**config.mk**
```make
export PLATFORM = sky130hd
export DESIGN_NAME = mac_stream_array_flat
export DESIGN_NICKNAME = d
export VERILOG_FILES = /design/src/rtl/mac_pkg.sv /design/src/rtl/mac_stream_array_if.sv /design/src/rtl/mac_dot_tree.sv /design/src/rtl/mac_stream_array.sv /design/src/flat_wrapper.sv
export SDC_FILE = /design/constraint.sdc
export NUM_CORES = 2
export LEC_CHECK = 0
export ABC_CLOCK_PERIOD_IN_PS = 9720
export CAP_MARGIN = 30
export CORE_MARGIN = 3
export CORE_UTILIZATION = 25
export CTS_BUF_LIST = sky130_fd_sc_hd__clkbuf_4 sky130_fd_sc_hd__clkbuf_8 sky130_fd_sc_hd__clkbuf_16
export DETAILED_ROUTE_END_ITERATION = 10
export PLACE_DENSITY = 0.44
export SLEW_MARGIN = 20
export SYNTH_ARGS = -nofsm -noshare
export SYNTH_HDL_FRONTEND = slang
export SYNTH_SLANG_ARGS = --single-unit
```
**constraint.sdc**
```tcl
create_clock -name clk -period 9.72 [get_ports clk]
set_input_delay 0.972 -clock clk [delete_from_list [all_inputs] [get_ports clk]]
set_output_delay 0.972 -clock clk [all_outputs]
set_load 0.01 [all_outputs]
```
**src/rtl/mac_pkg.sv**
```systemverilog
// mac_stream_array shared package
// beat flag bundle and elaboration-time sizing helpers
package mac_pkg;

   typedef struct packed {
      logic sgn;
      logic last;
      logic eor;
   } beat_flags_t;

   function automatic int tree_depth(input int k);
      return $clog2(k);
   endfunction

   function automatic int lat_cycles(input int k);
      return 3 + $clog2(k);
   endfunction

   function automatic int cnt_w(input int lanes);
      return $clog2(lanes + 1);
   endfunction

   function automatic int tree_nodes(input int k, input int lvl);
      return (k + (1 << lvl) - 1) >> lvl;
   endfunction

endpackage

```
**src/rtl/mac_stream_array_if.sv**
```systemverilog
// mac_stream_array stream interface
// beat input and row output handshakes
interface mac_stream_array_if import mac_pkg::*; #(
   parameter int K     = 9,
   parameter int DW    = 4,
   parameter int LANES = 8,
   parameter int ACC_W = 14,
   parameter int IDX_W = 4
) ();
   localparam int CW = cnt_w(LANES);

   logic                   in_valid;
   logic                   in_ready;
   logic                   in_signed;
   logic [K*DW-1:0]        in_act;
   logic [K*DW-1:0]        in_wgt;
   logic                   in_last;
   logic                   in_eor;
   logic                   out_valid;
   logic                   out_ready;
   logic [LANES*ACC_W-1:0] out_data;
   logic [CW-1:0]          out_cnt;
   logic [IDX_W-1:0]       out_idx;

   modport master (
      output in_valid, in_signed, in_act, in_wgt,
      output in_last, in_eor, out_ready,
      input  in_ready, out_valid, out_data,
      input  out_cnt, out_idx
   );

   modport slave (
      input  in_valid, in_signed, in_act, in_wgt,
      input  in_last, in_eor, out_ready,
      output in_ready, out_valid, out_data,
      output out_cnt, out_idx
   );
endinterface

```
**src/rtl/mac_dot_tree.sv**
```systemverilog
// mac_dot_tree: K multipliers and registered adder tree
// operand register, product register, clog2(K) sum levels
module mac_dot_tree import mac_pkg::*; #(
   parameter int K     = 9,
   parameter int DW    = 4,
   parameter int ACC_W = 14
) (
   input  logic              clk,
   input  logic              rst_n,
   input  logic              i_en,
   input  logic              i_vld,
   input  beat_flags_t       i_flags,
   input  logic [K*DW-1:0]   i_act,
   input  logic [K*DW-1:0]   i_wgt,
   output logic              o_vld,
   output beat_flags_t       o_flags,
   output logic [ACC_W-1:0]  o_sum
);
   localparam int TD = tree_depth(K);
   localparam int PW = 2 * DW;

   logic             r_vld0;
   beat_flags_t      r_fl0;
   logic [K*DW-1:0]  r_act;
   logic [K*DW-1:0]  r_wgt;
   logic             r_vld1;
   beat_flags_t      r_fl1;
   logic [PW-1:0]    r_prod [K];
   logic [PW-1:0]    w_prod [K];
   logic [ACC_W-1:0] w_node [TD+1][K];
   logic [ACC_W-1:0] w_next [TD][K];
   logic [ACC_W-1:0] r_lvl  [TD][K];
   logic [TD-1:0]    r_tv;
   beat_flags_t      r_tf   [TD];

   for (genvar i = 0; i < K; i++) begin : g_mul
      logic signed [DW:0] w_a;
      logic signed [DW:0] w_b;
      assign w_a = {r_fl0.sgn & r_act[(K-i)*DW-1],
                    r_act[(K-1-i)*DW +: DW]};
      assign w_b = {r_fl0.sgn & r_wgt[(K-i)*DW-1],
                    r_wgt[(K-1-i)*DW +: DW]};
      assign w_prod[i] = PW'(w_a) * PW'(w_b);
      assign w_node[0][i] = r_fl1.sgn
                          ? ACC_W'($signed(r_prod[i]))
                          : ACC_W'(r_prod[i]);
   end

   for (genvar l = 0; l < TD; l++) begin : g_lvl
      localparam int N = tree_nodes(K, l);
      for (genvar j = 0; j < K; j++) begin : g_node
         if (2*j+1 < N) begin : g_add
            assign w_next[l][j] = w_node[l][2*j]
                                + w_node[l][2*j+1];
         end else if (2*j < N) begin : g_pass
            assign w_next[l][j] = w_node[l][2*j];
         end else begin : g_zero
            assign w_next[l][j] = '0;
         end
         assign w_node[l+1][j] = r_lvl[l][j];
      end
   end

   // advance operands, products and sum levels when not stalled
   always_ff @(posedge clk or negedge rst_n) begin
      if (!rst_n) begin
         r_vld0 <= 1'b0;
         r_fl0  <= '0;
         r_act  <= '0;
         r_wgt  <= '0;
         r_vld1 <= 1'b0;
         r_fl1  <= '0;
         r_tv   <= '0;
         for (int i = 0; i < K; i++) r_prod[i] <= '0;
         for (int l = 0; l < TD; l++) begin
            r_tf[l] <= '0;
            for (int j = 0; j < K; j++) r_lvl[l][j] <= '0;
         end
      end else if (i_en) begin
         r_vld0 <= i_vld;
         r_fl0  <= i_flags;
         r_act  <= i_act;
         r_wgt  <= i_wgt;
         r_vld1 <= r_vld0;
         r_fl1  <= r_fl0;
         for (int i = 0; i < K; i++) r_prod[i] <= w_prod[i];
         r_tv[0] <= r_vld1;
         r_tf[0] <= r_fl1;
         for (int l = 1; l < TD; l++) begin
            r_tv[l] <= r_tv[l-1];
            r_tf[l] <= r_tf[l-1];
         end
         for (int l = 0; l < TD; l++)
            for (int j = 0; j < K; j++) r_lvl[l][j] <= w_next[l][j];
      end
   end

   assign o_vld   = r_tv[TD-1];
   assign o_flags = r_tf[TD-1];
   assign o_sum   = r_lvl[TD-1][0];
endmodule

```
**src/rtl/mac_stream_array.sv**
```systemverilog
// mac_stream_array: streaming dot products packed into rows
// accumulates beats, assembles LANES-wide rows, valid/ready out
module mac_stream_array import mac_pkg::*; #(
   parameter int K     = 9,
   parameter int DW    = 4,
   parameter int LANES = 8,
   parameter int ACC_W = 14,
   parameter int IDX_W = 4
) (
   input logic               clk,
   input logic               rst_n,
   mac_stream_array_if.slave bus
);
   localparam int CW = cnt_w(LANES);

   logic                   w_en;
   beat_flags_t            w_in_fl;
   logic                   w_t_vld;
   beat_flags_t            w_t_fl;
   logic [ACC_W-1:0]       w_t_sum;
   logic                   r_first;
   logic                   r_a_vld;
   beat_flags_t            r_a_fl;
   logic [ACC_W-1:0]       r_acc;
   logic [ACC_W-1:0]       r_row [LANES];
   logic [ACC_W-1:0]       w_row [LANES];
   logic [CW-1:0]          r_lane;
   logic [CW-1:0]          w_cnt_nx;
   logic                   w_wr;
   logic                   w_done;
   logic [LANES*ACC_W-1:0] w_pack;
   logic                   r_out_vld;
   logic [LANES*ACC_W-1:0] r_out_data;
   logic [CW-1:0]          r_out_cnt;
   logic [IDX_W-1:0]       r_out_idx;

   assign w_en = !(r_out_vld && !bus.out_ready);
   assign bus.in_ready = w_en;
   assign w_in_fl = '{sgn:  bus.in_signed,
                      last: bus.in_last,
                      eor:  bus.in_eor};

   mac_dot_tree #(.K(K), .DW(DW), .ACC_W(ACC_W)) u_tree (
      .clk     (clk),
      .rst_n   (rst_n),
      .i_en    (w_en),
      .i_vld   (bus.in_valid),
      .i_flags (w_in_fl),
      .i_act   (bus.in_act),
      .i_wgt   (bus.in_wgt),
      .o_vld   (w_t_vld),
      .o_flags (w_t_fl),
      .o_sum   (w_t_sum)
   );

   // accumulate beat sums, restarting after a last beat
   always_ff @(posedge clk or negedge rst_n) begin
      if (!rst_n) begin
         r_first <= 1'b1;
         r_a_vld <= 1'b0;
         r_a_fl  <= '0;
         r_acc   <= '0;
      end else if (w_en) begin
         r_a_vld <= w_t_vld;
         if (w_t_vld) begin
            r_acc   <= (r_first ? '0 : r_acc) + w_t_sum;
            r_first <= w_t_fl.last;
            r_a_fl  <= w_t_fl;
         end
      end
   end

   assign w_wr     = w_en && r_a_vld && r_a_fl.last;
   assign w_cnt_nx = r_lane + 1'b1;
   assign w_done   = w_wr && (w_cnt_nx == CW'(LANES) || r_a_fl.eor);

   // partial row with the finished product dropped into its lane
   always_comb begin
      w_pack = '0;
      for (int i = 0; i < LANES; i++) begin
         w_row[i] = (w_wr && r_lane == CW'(i)) ? r_acc : r_row[i];
         w_pack[(LANES-1-i)*ACC_W +: ACC_W] = w_row[i];
      end
   end

   // hold the partial row; clear it once it is emitted
   always_ff @(posedge clk or negedge rst_n) begin
      if (!rst_n) begin
         r_lane <= '0;
         for (int i = 0; i < LANES; i++) r_row[i] <= '0;
      end else if (w_wr) begin
         r_lane <= w_done ? '0 : w_cnt_nx;
         for (int i = 0; i < LANES; i++)
            r_row[i] <= w_done ? '0 : w_row[i];
      end
   end

   // output row register and sequence number
   always_ff @(posedge clk or negedge rst_n) begin
      if (!rst_n) begin
         r_out_vld  <= 1'b0;
         r_out_data <= '0;
         r_out_cnt  <= '0;
         r_out_idx  <= '0;
      end else if (w_en) begin
         if (r_out_vld) r_out_idx <= r_out_idx + 1'b1;
         r_out_vld <= w_done;
         if (w_done) begin
            r_out_data <= w_pack;
            r_out_cnt  <= w_cnt_nx;
         end
      end
   end

   assign bus.out_valid = r_out_vld;
   assign bus.out_data  = r_out_data;
   assign bus.out_cnt   = r_out_cnt;
   assign bus.out_idx   = r_out_idx;
endmodule
```
**src/flat_wrapper.sv**
```systemverilog
// flat-port wrapper written by rule: the top's interface ports become plain ports
module mac_stream_array_flat import mac_pkg::*;
#(
   parameter int K     = 9,
   parameter int DW    = 4,
   parameter int LANES = 8,
   parameter int ACC_W = 14,
   parameter int IDX_W = 4
)
  (clk, rst_n, bus_in_valid, bus_in_signed, bus_in_act, bus_in_wgt, bus_in_last, bus_in_eor, bus_out_ready, bus_in_ready, bus_out_valid, bus_out_data, bus_out_cnt, bus_out_idx);
  mac_stream_array_if #(.K(K), .DW(DW), .LANES(LANES), .ACC_W(ACC_W), .IDX_W(IDX_W)) bus_i ();
  input logic clk;
  input logic rst_n;
  input wire logic [$bits(bus_i.in_valid)-1:0] bus_in_valid;
  input wire logic [$bits(bus_i.in_signed)-1:0] bus_in_signed;
  input wire logic [$bits(bus_i.in_act)-1:0] bus_in_act;
  input wire logic [$bits(bus_i.in_wgt)-1:0] bus_in_wgt;
  input wire logic [$bits(bus_i.in_last)-1:0] bus_in_last;
  input wire logic [$bits(bus_i.in_eor)-1:0] bus_in_eor;
  input wire logic [$bits(bus_i.out_ready)-1:0] bus_out_ready;
  output wire logic [$bits(bus_i.in_ready)-1:0] bus_in_ready;
  output wire logic [$bits(bus_i.out_valid)-1:0] bus_out_valid;
  output wire logic [$bits(bus_i.out_data)-1:0] bus_out_data;
  output wire logic [$bits(bus_i.out_cnt)-1:0] bus_out_cnt;
  output wire logic [$bits(bus_i.out_idx)-1:0] bus_out_idx;
  assign bus_i.in_valid = bus_in_valid;
  assign bus_i.in_signed = bus_in_signed;
  assign bus_i.in_act = bus_in_act;
  assign bus_i.in_wgt = bus_in_wgt;
  assign bus_i.in_last = bus_in_last;
  assign bus_i.in_eor = bus_in_eor;
  assign bus_i.out_ready = bus_out_ready;
  assign bus_in_ready = bus_i.in_ready;
  assign bus_out_valid = bus_i.out_valid;
  assign bus_out_data = bus_i.out_data;
  assign bus_out_cnt = bus_i.out_cnt;
  assign bus_out_idx = bus_i.out_idx;
  mac_stream_array #(.K(K), .DW(DW), .LANES(LANES), .ACC_W(ACC_W), .IDX_W(IDX_W)) u_core (.clk(clk), .rst_n(rst_n), .bus(bus_i));
endmodule
```
Yosys cells after proc, flatten, opt, wreduce, memory -nomap -nowiden
Index checks and enable logic that the tools add are counted.

storage, ports and cells
  memories kept = 0
  input bits = 79
  RAM bits = 0
  bits in latches = 0
  memory bits (read-only) = 0
  logic and storage cells = 150
  output and inout bits = 122
  register bits after elaboration = 573

operators by class
  multipliers = 9
  reduce and logical (&&, ||, !) cells = 19
  magnitude comparators = 0
  shift operators = 0
  eq/ne operators = 8
  bitwise gates (word level) = 19
  div/mod/pow operators = 0
  muxes and demuxes = 27
  add/subtract/negate cells = 11

operators with widths
  operator                                                               number
  14-bit two-way mux                                                     26
  14-bit adder                                                           9
  5-bit by 5-bit multiplier with 8-bit output                            9
  1-bit AND                                                              18
  4-bit by 3-bit equality test with 1-bit output, second input constant  4
  1-bit logical AND                                                      12
  4-bit by 1-bit adder with 4-bit output, second input constant          2
  4-bit by 2-bit equality test with 1-bit output, second input constant  2
  2-bit AND reduction                                                    3
  4-bit by 1-bit equality test with 1-bit output, second input constant  1
  4-bit equality test, second input constant                             1
  4-bit zero test                                                        1
  4-bit two-way mux                                                      1
  1-bit zero test                                                        2
  1-bit logical OR                                                       1
  1-bit inverter                                                         1

Logic depth before layout (Yosys ltp)
  word-level depth = 8
  gate-level depth with buffers = 17

Hierarchy
From an unflattened synthesis, not the netlist that was laid out.

unflattened totals
  cell total of the unflattened synthesis = 3039
  area, all modules = 32865.3 um^2

modules (own cells, without submodules)
  module            instances  cells each  area each (um^2)
  mac_dot_tree      1          2044        21635.8
  mac_stream_array  1          995         11229.5

Worst setup path before layout
Ideal clock, no wire load.

  path kind = reg2reg
  start point = register u_core.u_tree.r_fl0[2] in the netlist's numbering
  end point = register u_core.u_tree.r_prod[71] in the netlist's numbering
  clock period less this slack = 4.156 ns
  cell stages (with the launch flop) = 17
  arrival = 4.023 ns
  path buffers = 2
  setup slack = 5.564 ns
  path through = dfrtp_1 clkbuf_1 clkbuf_1 nand2_1 or2_2 fa_1 fa_1 inv_1 fa_1 inv_1 fa_1 inv_1 a21o_1 a21oi_1 xnor2_1 xnor2_1 o21ai_0

between the ends
  cells in the longest elaborated chain, start to end = 2
  elaborated cells on any way between the ends = 3
  classes of those cells = mul: 1; bitwise: 2

RTL lines
  what                                             RTL line                                text
  from (decl)                                      mac_dot_tree.sv:23                      beat_flags_t r_fl0;
  from (signal assigned)                           mac_dot_tree.sv:81                      r_fl0 <= i_flags;
  1-bit AND (on tied branches)                     mac_dot_tree.sv:39, mac_dot_tree.sv:41
  5-bit by 5-bit multiplier with 8-bit output (*)  mac_dot_tree.sv:43                      assign w_prod[i] = PW'(w_a) * PW'(w_b);
  to (decl)                                        mac_dot_tree.sv:28                      logic [PW-1:0] r_prod [K];

Mark *: on every way between the ends. The rest lies on a longest branch, timed or not.
A chain may end at the register's enable or synchronous reset.

Worst setup path after layout
  start point = input bus_out_ready
  end point = output bus_in_ready

between the ends
  cells in the longest elaborated chain, start to end = 3

RTL lines
  what               RTL line                text
  from (decl)        flat_wrapper.sv:20      input wire logic [$bits(bus_i.out_ready)-1:0] bus_out_ready;
  1-bit zero test    mac_stream_array.sv:37  assign w_en = !(r_out_vld && !bus.out_ready);
  1-bit logical AND  mac_stream_array.sv:37
  1-bit zero test    mac_stream_array.sv:37
  to (decl)          flat_wrapper.sv:21      output wire logic [$bits(bus_i.in_ready)-1:0] bus_in_ready;

Every way passes these cells.

==> metrics.log <==
[metrics] status: complete, no violations
[metrics] HPWL Detailed: 56900 um
[metrics] switching component of the power: 4.97 mW
[metrics] total overflow reported by the global router: 0
[metrics] average wire length per cell after detail routing: 15.4 um
[metrics] part of the total power dissipated in sequential elements: 29.9%
[metrics] proportion of synthesized area in mux cells: 3.88%
[metrics] count of cells along the worst register-to-register path: 15
[metrics] launch point of the worst reg-to-reg path: u_core.u_tree.r_fl0[2]
[metrics] cell count after synthesis: 3444
[metrics] met1 track utilization from global routing: 17.5%
[metrics] final critical-path setup slack: 5150 ps
[metrics] via count of the first global-routing pass: 23300
[metrics] Tot GR Track Use: 12.4%
[metrics] synthesized cell area: 32200 sq um
[metrics] Final Max Slew Viols: 0
[metrics] met2 capacity usage during global routing: 19.9%
[metrics] initial antenna violation count: 0
[metrics] cts bufs inserted: 73
[metrics] number of distinct library cell variants in the gate-level netlist after synthesis: 67
[metrics] Max IR drop VDD: 0.143 mV
[metrics] area fraction of the dominant cell type after synthesis: 43.3%
[metrics] post-synthesis share of cell area spent on and, or, nand and nor gates: 17.3%
[metrics] clock-pin slew of the registers on the worst-case setup and hold paths: 60 ps
[metrics] final setup TNS: 0 ps
[metrics] layout cells sized above 1: 5.75%
[metrics] final weighted congestion in routability-driven placement: 0.746
[metrics] number of nets at the end of the flow: 4007
[metrics] post-synthesis sequential area ratio: 43.4%
[metrics] count of antenna diodes in the layout: 0
[metrics] data required time at the worst endpoint: 8750 ps
[metrics] part of the cycle the worst path needs: 47.1%
[metrics] final setup violation count: 0
[metrics] clock tree root driver cell: sky130_fd_sc_hd__clkbuf_16
[metrics] IO Port Bufs: 200
[metrics] Worst Setup End Kind: output pin
[metrics] switch share: 40.0%
[metrics] die outline area: 133000 sq um
[metrics] synth cell count leaders: sky130_fd_sc_hd__nand2_1, sky130_fd_sc_hd__dfrtp_1, sky130_fd_sc_hd__o21ai_0
[metrics] Total Routed Length: 81600 um
[metrics] nature of the critical path startpoint: primary input
[metrics] height of the die: 365 um
[metrics] cell repeated most along the worst path: sky130_fd_sc_hd__clkdlybuf4s50_1
[metrics] M3 GR Usage: 1.93%
[metrics] maximum fanout count along the critical path: 105
[metrics] Internal Power: 7.46 mW
[metrics] via count: 22900
[metrics] pre-CTS setup slack: 4310 ps
[metrics] setup slack of the most critical reg-to-reg path: 5320 ps
[metrics] slowest CP cell: sky130_fd_sc_hd__clkdlybuf4s50_1
[metrics] Hold-fix buffers, CTS: 0
[metrics] via density per instance: 4.31
[metrics] Cell Pwr Density: 323 nW/um^2
[metrics] iteration-0 DRC count of the detailed router: 1251
[metrics] Fin. Hold Viols: 0
[metrics] total of cells resized after clock tree synthesis: 0
[metrics] CP arrival: 3600 ps
[metrics] adder-cell share of the synthesized area: 15.6%
[metrics] clock tree from TritonCTS: built
[metrics] count of maximum capacitance violations: 0
[metrics] layout-stage area growth over the synthesis result: 19.7%
[metrics] library cell occupying the most area in the post-synthesis netlist: sky130_fd_sc_hd__dfrtp_1
[metrics] shortest clock period the worst path allows after layout: 4570 ps
[metrics] clock sinks: 558
[metrics] Post-CTS Setup Bufs: 0
[metrics] Leak Pwr: 18.3 nW
[metrics] Synthesized Nets: 3854
[metrics] delay of the slowest critical-path stage: 740 ps
[metrics] maximum level of the CTS H-tree: 3
[metrics] clock latency at the later pin of the worst-skew pair: 630 ps
[metrics] proportion of register bits with asynchronous set or reset after synthesis: 100%
[metrics] Comb power frac: 47.1%
[metrics] largest family of logic cells by synthesized area: simple AND/OR/NAND/NOR gates
[metrics] Max Buffers Root-to-Sink: 3
[metrics] leading cell type by number of instances after synthesis: sky130_fd_sc_hd__nand2_1
[metrics] total power of the final layout: 12.4 mW
[metrics] final routed DRC violation total: 0
[metrics] maximum number of pins on one net before global-route repair: 158
[metrics] io pins: 201
[metrics] actual slew at the worst max-slew pin: 982 ps
[metrics] complex-gate fraction of the synthesized area: 11.1%
[metrics] Syn Area/Cell: 9.35 sq um
[metrics] first-pass GRT wire length: 133000 um
[metrics] Tightest Hold Check Type: in -> async
[metrics] standard-cell row count: 131
[metrics] unrepaired setup endpoints after global routing: false
[metrics] crit path cell chain: clkdlybuf4s50_1 -> nor2b_4 -> buf_4 -> clkinv_8 -> clkdlybuf4s50_1
[metrics] number of nets with antenna violations after detailed routing: 0
[metrics] 1st-pass router iterations: 5
[metrics] maximum clock rate: 219 MHz
[metrics] die width: 365 um
[metrics] share of total power in the clock network: 23.0%
[metrics] number of flip-flops and latches in the synthesized netlist: 558
[metrics] routing layer with the top usage in global route: met2
[metrics] top_reg_cell synth: sky130_fd_sc_hd__dfrtp_1
[metrics] number of flops mapped to enable cells by yosys: 0
[metrics] Area contributors post-synth: sky130_fd_sc_hd__dfrtp_1, sky130_fd_sc_hd__nand2_1, sky130_fd_sc_hd__ha_1
[metrics] XOR/XNOR Fraction of Synth Area: 4.03%
[metrics] area of the core: 128000 sq um
[metrics] Synth warnings: 0
[metrics] setup skew after layout: 24.3 ps
[metrics] critical path start-end classification: in -> out
[metrics] Initial Util: 25.2%
[metrics] endpoint of the most critical register-to-register path: u_core.u_tree.r_prod[71]
[metrics] Max-Slew Margin vs Limit: 34.6%
-- power by group through the flow --
| stage | Combinational, mW | Sequential [mW] | Clock, mW |
|---|---|---|---|
| floorplan | 4.64 | 3.44 | 0 |
| global placement | 5.88 | 3.78 | 0 |
| detailed placement | 5.94 | 3.78 | 0 |
| CTS | 5.98 | 3.74 | 2.98 |
| global route | 6.84 | 3.83 | 3.07 |
| finish | 5.85 | 3.72 | 2.86 |
-- final cells by class --
class	instances	area [sq um]
sequential	558	14000
multi-input combinational	2500	16700
clock inverter	31	462
fill	13500	89200
timing repair buffer	225	2290
tap	1662	2080
clock buffer	99	2100
inverter	239	910
-- sequential cells by signal, indices dropped and copies added (netlist names), 4 cells and up --
signal                flops
u_core.r_acc             14
u_core.u_tree.r_tf        6
u_core.u_tree.r_lvl     125
u_core.r_lane             4
u_core.bus.out_idx        4
u_core.bus.out_cnt        4
u_core.u_tree.r_tv        4
u_core.u_tree.r_act      36
u_core.u_tree.r_prod     72
u_core.r_row            112
u_core.u_tree.o_sum      14
u_core.u_tree.r_wgt      36
u_core.bus.out_data     112
-- routing by layer --
metal  up-vias  wire (um)
met5         -          0
met4         0       1660
met3       104       3140
met2       347      36500
met1     10800      40300
li1      11600          -
-- cell families (layout without fill, tap and decap cells) --
group / count (synthesis) / after routing
buffers and inverters: 386 / 594
adders and majority gates: 331 / 331
DFF: 558 / 558
and+or+nand+nor: 1279 / 1279
muxes: 124 / 124
xor gates and xnor gates: 148 / 148
AOI/OAI and AO/OA: 618 / 618
-- worst max-delay path, delay by kind of cell --
kind                   cells  cell delay (ps)
and+or+nand+nor            1              180
buffers and inverters      4             2350
-- placed cells by master, fill, tap and decap left out, types with 26 or more instances in the layout --
cell / synthesis / routed
sky130_fd_sc_hd__nand2_1: 861 / 860
sky130_fd_sc_hd__dfrtp_1: 557 / 557
sky130_fd_sc_hd__o21ai_0: 287 / 287
sky130_fd_sc_hd__inv_1: 238 / 238
sky130_fd_sc_hd__ha_1: 214 / 214
sky130_fd_sc_hd__clkdlybuf4s50_1: 0 / 199
sky130_fd_sc_hd__nor2_1: 124 / 124
sky130_fd_sc_hd__and2_1: 120 / 120
sky130_fd_sc_hd__a21oi_1: 120 / 120
sky130_fd_sc_hd__mux2i_1: 117 / 117
sky130_fd_sc_hd__fa_1: 117 / 117
sky130_fd_sc_hd__xnor2_1: 97 / 97
sky130_fd_sc_hd__clkbuf_16: 0 / 73
sky130_fd_sc_hd__xor2_1: 51 / 51
sky130_fd_sc_hd__a21o_1: 42 / 42
sky130_fd_sc_hd__o21ai_1: 40 / 40
sky130_fd_sc_hd__nand3_1: 30 / 30
sky130_fd_sc_hd__nor2b_1: 27 / 26
-- worst max-delay path by stage --
stage / cells past startpoint / to / start
floorplan: 16 / u_core.u_tree.r_prod[71] / u_core.u_tree.r_fl0[2]
global placement: 8 / u_core.bus.out_cnt[1] / bus_out_ready
detailed placement: 8 / u_core.bus.out_cnt[1] / bus_out_ready
CTS: 8 / u_core.bus.out_cnt[1] / bus_out_ready
global route: 15 / u_core.u_tree.r_prod[71] / u_core.u_tree.r_fl0[2]
finish: 5 / bus_in_ready / bus_out_ready
-- through the flow --
stage / std cells / util, % / hold slack (ps) / cell area (sq um)
floorplan: 3444 / - / 435 / 32200
global placement: 5179 / 28.1 / 449 / 35900
detailed placement: 5180 / 28.1 / 456 / 35900
CTS: 5310 / 30.1 / 257 / 38400
global route: 5314 / 30.2 / 265 / 38500
finish: 5314 / 30.2 / 271 / 38500
(Power assumes the default switching activity.)
